[config.mk]
export PLATFORM = sky130hd
export DESIGN_NAME = instruction_queue
export DESIGN_NICKNAME = d
export VERILOG_FILES = /design/src/rtl/instruction_queue_pkg.sv /design/src/rtl/iq_lutram.sv /design/src/rtl/instruction_queue.sv
export SDC_FILE = /design/constraint.sdc
export NUM_CORES = 1
export LEC_CHECK = 0
export CORE_ASPECT_RATIO = 0.8
export CORE_MARGIN = 8
export CORE_UTILIZATION = 45
export CTS_BUF_LIST = sky130_fd_sc_hd__clkbuf_4
export CTS_CLUSTER_DIAMETER = 80
export DETAILED_ROUTE_END_ITERATION = 10
export MAX_ROUTING_LAYER = met4
export PLACE_DENSITY = 0.68
export SLEW_MARGIN = 20
export SYNTH_ARGS = -nofsm -noshare
export SYNTH_HDL_FRONTEND = slang
export SYNTH_HIERARCHICAL = 1
export SYNTH_SLANG_ARGS = --single-unit
[constraint.sdc]
create_clock -name clk -period 14.8 [get_ports clk]
set_input_delay 2.22 -clock clk [delete_from_list [all_inputs] [get_ports clk]]
set_output_delay 2.22 -clock clk [all_outputs]
set_load 0.05 [all_outputs]
[src/rtl/instruction_queue_pkg.sv]
// Shared types for the fetch-to-decode instruction queue: instruction id,
// fetch fault metadata and the packed queue entry.
package instruction_queue_pkg;

    localparam int ID_W = 3;

    typedef logic [ID_W-1:0] id_t;

    localparam logic [4:0] INST_PAGE_FAULT = 5'd12;

    typedef struct packed {
        logic       ok;
        logic [4:0] error_code;
    } fetch_metadata_t;

    typedef struct packed {
        logic [31:0]     pc;
        id_t             id;
        logic [31:0]     instruction;
        fetch_metadata_t metadata;
    } iq_entry_t;

endpackage

[src/rtl/iq_lutram.sv]
// Queue storage: DEPTH entries, one synchronous write port and one
// asynchronous read port (maps onto distributed/LUT RAM).
module iq_lutram
    import instruction_queue_pkg::*;
#(
    parameter int DEPTH = 4
) (
    input  logic                     clk,
    input  logic                     we,
    input  logic [$clog2(DEPTH)-1:0] waddr,
    input  iq_entry_t                wdata,
    input  logic [$clog2(DEPTH)-1:0] raddr,
    output iq_entry_t                rdata
);

    iq_entry_t mem [DEPTH];

    always_ff @(posedge clk) begin
        if (we)
            mem[waddr] <= wdata;
    end

    assign rdata = mem[raddr];

endmodule

[src/rtl/instruction_queue.sv]
// Fetch-to-decode decoupling queue with issue-credit accounting.
// Define IQUEUE_BYPASS_EN to let a completing fetch reach decode in the same cycle when empty.
module instruction_queue
    import instruction_queue_pkg::*;
#(
    parameter int DEPTH           = 4,
    parameter int MAX_OUTSTANDING = 2
) (
    input  logic                     clk,
    input  logic                     rst,
    input  logic                     flush,
    input  logic                     fetch_issue,
    input  logic                     fetch_retire,
    input  logic                     fetch_complete,
    input  logic [31:0]              fetch_pc,
    input  id_t                      fetch_id,
    input  logic [31:0]              fetch_instruction,
    input  fetch_metadata_t          fetch_metadata,
    output logic                     issue_credit,
    output logic                     dec_valid,
    input  logic                     dec_ready,
    output iq_entry_t                dec_entry,
    output logic [$clog2(DEPTH):0]   occupancy
);

    localparam int PW = $clog2(DEPTH);
    localparam int CW = PW + 1;
    localparam int RW = $clog2(MAX_OUTSTANDING + 1);

    localparam logic [CW-1:0] FULL      = CW'(DEPTH);
    localparam logic [CW:0]   DEPTH_EXT = (CW + 1)'(DEPTH);
    localparam logic [RW-1:0] RES_MAX   = RW'(MAX_OUTSTANDING);

    logic [PW-1:0] rd_ptr;
    logic [PW-1:0] wr_ptr;
    logic [CW-1:0] count;
    logic [RW-1:0] reserved;
    logic [CW:0]   load;
    logic          enq;
    logic          deq;
    iq_entry_t     fetch_entry;
    iq_entry_t     rd_data;

    assign fetch_entry = '{pc: fetch_pc, id: fetch_id, instruction: fetch_instruction,
                           metadata: fetch_metadata};

`ifdef IQUEUE_BYPASS_EN
    logic bypass_hit;

    // An empty queue forwards the completing fetch; it is only stored if decode stalls.
    assign bypass_hit = (count == '0) && fetch_complete && !flush;
    assign dec_valid  = (count != '0) || bypass_hit;
    assign dec_entry  = bypass_hit ? fetch_entry : rd_data;
    assign enq        = fetch_complete && !flush && !(bypass_hit && dec_ready);
    assign deq        = (count != '0) && dec_ready && !flush;
`else
    assign dec_valid  = (count != '0);
    assign dec_entry  = rd_data;
    assign enq        = fetch_complete && !flush;
    assign deq        = dec_valid && dec_ready && !flush;
`endif

    // Credit looks only at registered state, so fetch_issue never feeds back combinationally.
    assign load         = {1'b0, count} + {{(CW + 1 - RW){1'b0}}, reserved};
    assign issue_credit = (load < DEPTH_EXT);
    assign occupancy    = count;

    iq_lutram #(.DEPTH(DEPTH)) storage (
        .clk   (clk),
        .we    (enq),
        .waddr (wr_ptr),
        .wdata (fetch_entry),
        .raddr (rd_ptr),
        .rdata (rd_data)
    );

    always_ff @(posedge clk) begin
        if (rst) begin
            rd_ptr   <= '0;
            wr_ptr   <= '0;
            count    <= '0;
            reserved <= '0;
        end else begin
            if (flush) begin
                rd_ptr <= '0;
                wr_ptr <= '0;
                count  <= '0;
            end else begin
                if (enq)
                    wr_ptr <= wr_ptr + 1'b1;
                if (deq)
                    rd_ptr <= rd_ptr + 1'b1;
                case ({enq, deq})
                    2'b10:   count <= count + 1'b1;
                    2'b01:   count <= count - 1'b1;
                    default: count <= count;
                endcase
            end
            // Flushed fetches still retire, so reservations survive a flush.
            case ({fetch_issue, fetch_retire})
                2'b10:   reserved <= reserved + 1'b1;
                2'b01:   reserved <= reserved - 1'b1;
                default: reserved <= reserved;
            endcase
        end
    end

`ifndef SYNTHESIS
    always_ff @(posedge clk) begin
        if (!rst) begin
            assert (!(fetch_complete && !flush && count == FULL))
                else $error("instruction_queue: completion while queue full");
            assert (!(fetch_retire && !fetch_issue && reserved == '0))
                else $error("instruction_queue: reservation underflow");
            assert (!(fetch_issue && !fetch_retire && reserved == RES_MAX))
                else $error("instruction_queue: too many outstanding fetches");
        end
    end
`endif

endmodule
Word-level counts from Yosys, hierarchy flattened:

Memory sizes are Yosys's and may differ from the RTL's. A register that Yosys moved wholly into a read port is not among the register bits.
Index checks and enable logic that the tools add are counted.

* equality and inequality tests: 4
* reductions and logical operators: 8
* add/sub/neg operators: 7
* mux-type cells: 6
* magnitude comparators: 1

Operator list (count)
* adder 2 x 1 -> 2 bit (second input constant): 3
* one-hot mux 3 bit (2 select lines): 1
* adder 3 x 2 -> 4 bit: 1
* equality test 2 x 1 -> 1 bit (second input constant): 2
* equality test 2 bit (second input constant): 2
* < comparator 4 x 3 -> 1 bit (second input constant): 1
* two-way mux 2 bit: 2
* one-hot mux 2 bit (2 select lines): 1
* nonzero test 2 bit: 2
* adder 3 x 1 -> 3 bit (second input constant): 1
* logical AND 1 bit: 3
* nonzero test 3 bit: 1
* subtractor 3 x 1 -> 3 bit (second input constant): 1
* two-way mux 1 bit: 2
* OR reduction 2 bit: 1
* subtractor 2 x 1 -> 2 bit (second input constant): 1
* zero test 1 bit: 1

* bits in writable memories: 292
* memories: 1
* flip-flop bits (word level): 9
* bits of input ports: 80
* output and inout bits: 78
* logic and storage cells: 31

Memory list
* storage.mem: words 4, bits a word 73, rd ports 1, clocked after Yosys merged registers in 1, wr ports 1, RTL line iq_lutram.sv:16 `iq_entry_t mem [DEPTH];`

Depth between registers and ports, before layout:

* depth in word-level cells: 5
* gate-level depth with buffers: 8
* mapped depth without buffers: 8

Cells and area by module:

The synthesis kept the hierarchy.

Modules (own cells, without submodules)
* iq_lutram: sequential area each 8768.4 um^2, cells an instance 385, times used 1, area an instance 10639.0 um^2
* instruction_queue: sequential area each 180.2 um^2, cells an instance 50, times used 1, area an instance 449.2 um^2

Worst setup path before layout:

No wires, ideal clock.

* path type: input to register
* start: input flush
* end: memory storage/mem[0][0] (netlist name) (enable)
* setup slack: 6.475 ns
* stages: 3
* buffers on the path: 0
* required time: 14.192 ns
* data arrival time: 7.717 ns
* library setup time: 0.608 ns
* cell sequence: nand2b_1 inv_1 nor3b_1

* word-level cells in the longest chain between the ends: 4

Ends and longest elaborated chain
* start, declared: RTL line instruction_queue.sv:11 `input logic flush,`
* zero test 1 bit: RTL line instruction_queue.sv:59 `assign enq = fetch_complete && !flush;`
* logical AND 1 bit: RTL line instruction_queue.sv:59
* via enq: RTL line instruction_queue.sv:39 `logic enq;`
* two-way mux 1 bit: RTL line iq_lutram.sv:19 `if (we)`
* two-way mux 1 bit (implied by the code): RTL line iq_lutram.sv:20 `mem[waddr] <= wdata;`
* end, declared: RTL line iq_lutram.sv:16

The timed path passes the listed nets, and every way through them passes these cells.

==> flow_summary.ini <==
[final_layout]
num-fill-cells = 1815
layout-drive-gt1-share = 0.288
fin_nets = 744
area_growth_pct = 25.2

[yosys]
synth_top_cell_area_share = 0.791
syn-num-nets = 519
syn_area_mm2 = 0.0111
synth-seq-cells = 301
synth_cell_type_count = 27
yosysMostFrequentCell = edfxtp_1
netlist_instances = 435
synth_ff_type = edfxtp_1
synth_common_cells = edfxtp_1 (292), mux4_2 (72), dfxtp_1 (9), nor2_1 (9)
ys_seq_area_frac = 0.807
ys_warn_count = 6
syn_area_per_cell_um2 = 25.5
synth_top_area_cell = edfxtp_1
async_flop_share = 0
ys_top_cells_by_area = edfxtp_1 (79%), mux4_2 (15%), dfxtp_1 (1.6%), buf_12 (1.3%), xor2_1 (0.47%)
synth-edff-count = 292

[sta]
maxSlewHeadroom = 0.410
post-route-min-period_ps = 5830
final.setup_skew_ps = 39.1
worstMarginPinSlew_ps = 884
whs_ps = 515
setup_viol = 0
tns_ps = 0
grt_setup_unrepaired = false
final_hold_viol_count = 0
timing.fmax_mhz = 172
period_share = 0.394
drv_slew = 0

[power]
p_leak_nw = 4.42
max-vdd-ir-drop_uv = 68.6
powerDensity_mw_per_mm2 = 125

[grt]
grt_pass1_wl_um = 32600
grt_use_total = 0.147
antenna_found_initial = 1
grt_max_degree = 75
grt-ovfl-total = 0
first_global_vias = 5930

[clock_tree]
clock-sinks = 301
htree_num_levels = 3
clockBufferDepth = 3
root_buffer = clkbuf_4
clk_latency_ps = 650
cts.clk_slew.worst_paths_ps = 60
cts_hold_buffers = 0
cts.repair.resized = 0
cts_buffers = 76
cts_tree = yes
post_cts_buffers = 0

[floorplan]
core.rowCount = 51
die_h_um = 156
die_w_um = 192
start_util = 0.457
num_io_pins = 158
die_area_mm2 = 0.0300
core_mm2 = 0.0242

[routing]
vias = 5275
postRouteAntennaNets = 0
wl_per_cell_um = 20.7
wl_um = 21100
vias_per_cell = 5.17
first_iter_violations = 290
drc = 0
drtPass1Iterations = 4

[critical_path]
arrival_ps = 3610
crit_required_ps = 12580
r2r_slack_ps = 12630
start_kind = flip-flop
worstRegToRegCells = 2
timing.rr.start = wr_ptr[0]$_SDFFE_PP0P_
crit_type = flip-flop to output port
r2r_end = storage/mem[2][62]$_DFFE_PP_
cp_max_fo = 44
end_kind = output port

[worst_hold_path]
min_to = reserved[1]$_SDFFE_PP0P_
hold_path.class = flip-flop to flip-flop
hp-start = reserved[1]$_SDFFE_PP0P_
hold_depth = 2

[flow_run]
cap_violations = 0

[run_status]
outcome = complete, no violations

[placement]
dp_hpwl_um = 12600
placement.io_buffers = 157
gp_congestion = 0.683
cell families (layout without fill, tap and decap cells):
family | count (synthesis) | count (layout) | synth area share
AOI/OAI and AO/OA | 8 | 8 | 0.00451
DFF | 301 | 301 | 0.807
adders and majority gates | 4 | 4 | 0.00519
muxes | 73 | 73 | 0.149
xor gates and xnor gates | 8 | 8 | 0.00632
other | 0 | 1 | 0
buffers and inverters | 22 | 288 | 0.0193
and+or+nand+nor | 19 | 19 | 0.00903
state kept, by name (all words and copies together) (netlist names):
name / flops
rd_ptr: 2
storage/mem: 292
wr_ptr: 2
reserved: 2
occupancy: 3
layout by cell type (no fill, tap or decap), drive strengths merged, types with 2 or more instances in the layout:
master,netlist,routed
mux4,73,73
or3,3,3
o21ai,2,2
edfxtp,292,292
bufinv,0,2
dfxtp,9,9
clkinv,0,6
nor2,9,9
and3b,2,2
clkinvlp,0,2
inv,5,5
clkdlybuf4s50,0,157
clkbuf,2,109
ha,3,3
xnor2,2,2
a21oi,3,3
xor2,6,6
buf,15,7
worst max-delay path, cell delays in order, from the launching register on:
cell and delay [ps]:
dfxtp_4 740, buf_4 780, mux4_2 650, clkdlybuf4s50_1 730
where the power goes:
| part | internal (mW) | switching (mW) |
|---|---|---|
| registers | 0.950 | 0.00476 |
| logic | 0.0487 | 0.0665 |
| clock network | 0.369 | 0.299 |
| total | 1.37 | 0.371 |
metal layers:
| metal | track usage | share of wire |
|---|---|---|
| met1 | 0.176 | 0.42 |
| met2 | 0.228 | 0.48 |
| met5 | - | 0 |
| met3 | 0.0574 | 0.082 |
| met4 | 0.0509 | 0.016 |
per-stage QoR:
stage | worst slack, ps | cells | util | instance area, um2 | total power [mW]
global placement | 9470 | 899 | 0.533 | 12900 | 1.09
floorplan | 6470 | 435 | - | 11100 | 1.04
finish | 8970 | 1020 | 0.573 | 13900 | 1.74
detailed placement | 9480 | 899 | 0.533 | 12900 | 1.09
global route | 8630 | 1020 | 0.573 | 13900 | 1.81
CTS | 8760 | 1018 | 0.571 | 13900 | 1.77
final cells by class:
| type | count | area, um2 | area share |
|---|---|---|---|
| timing repair buffer | 164 | 1640 | 0.118 |
| sequential | 301 | 8960 | 0.645 |
| tap | 318 | 398 | 0.0287 |
| clock buffer | 109 | 818 | 0.0589 |
| inverter | 5 | 18.8 | 0.00135 |
| multi-input combinational | 112 | 1940 | 0.140 |
| clock inverter | 10 | 105 | 0.00757 |
| antenna | 1 | 2.50 | 0.000180 |
worst max-delay path by stage:
stage	cells past startpoint	slack, ps	end	from
after CTS	3	8760	dec_entry[23]	rd_ptr[0]$_SDFFE_PP0P_
after floorplan	3	6470	storage/mem[0][0]$_DFFE_PP_	flush
final	3	8970	dec_entry[23]	rd_ptr[0]$_SDFFE_PP0P_
after global placement	3	9470	dec_entry[23]	rd_ptr[0]$_SDFFE_PP0P_
after global routing	3	8630	dec_entry[23]	rd_ptr[0]$_SDFFE_PP0P_
after detailed placement	3	9480	dec_entry[23]	rd_ptr[0]$_SDFFE_PP0P_
(Power assumes the default switching activity.)
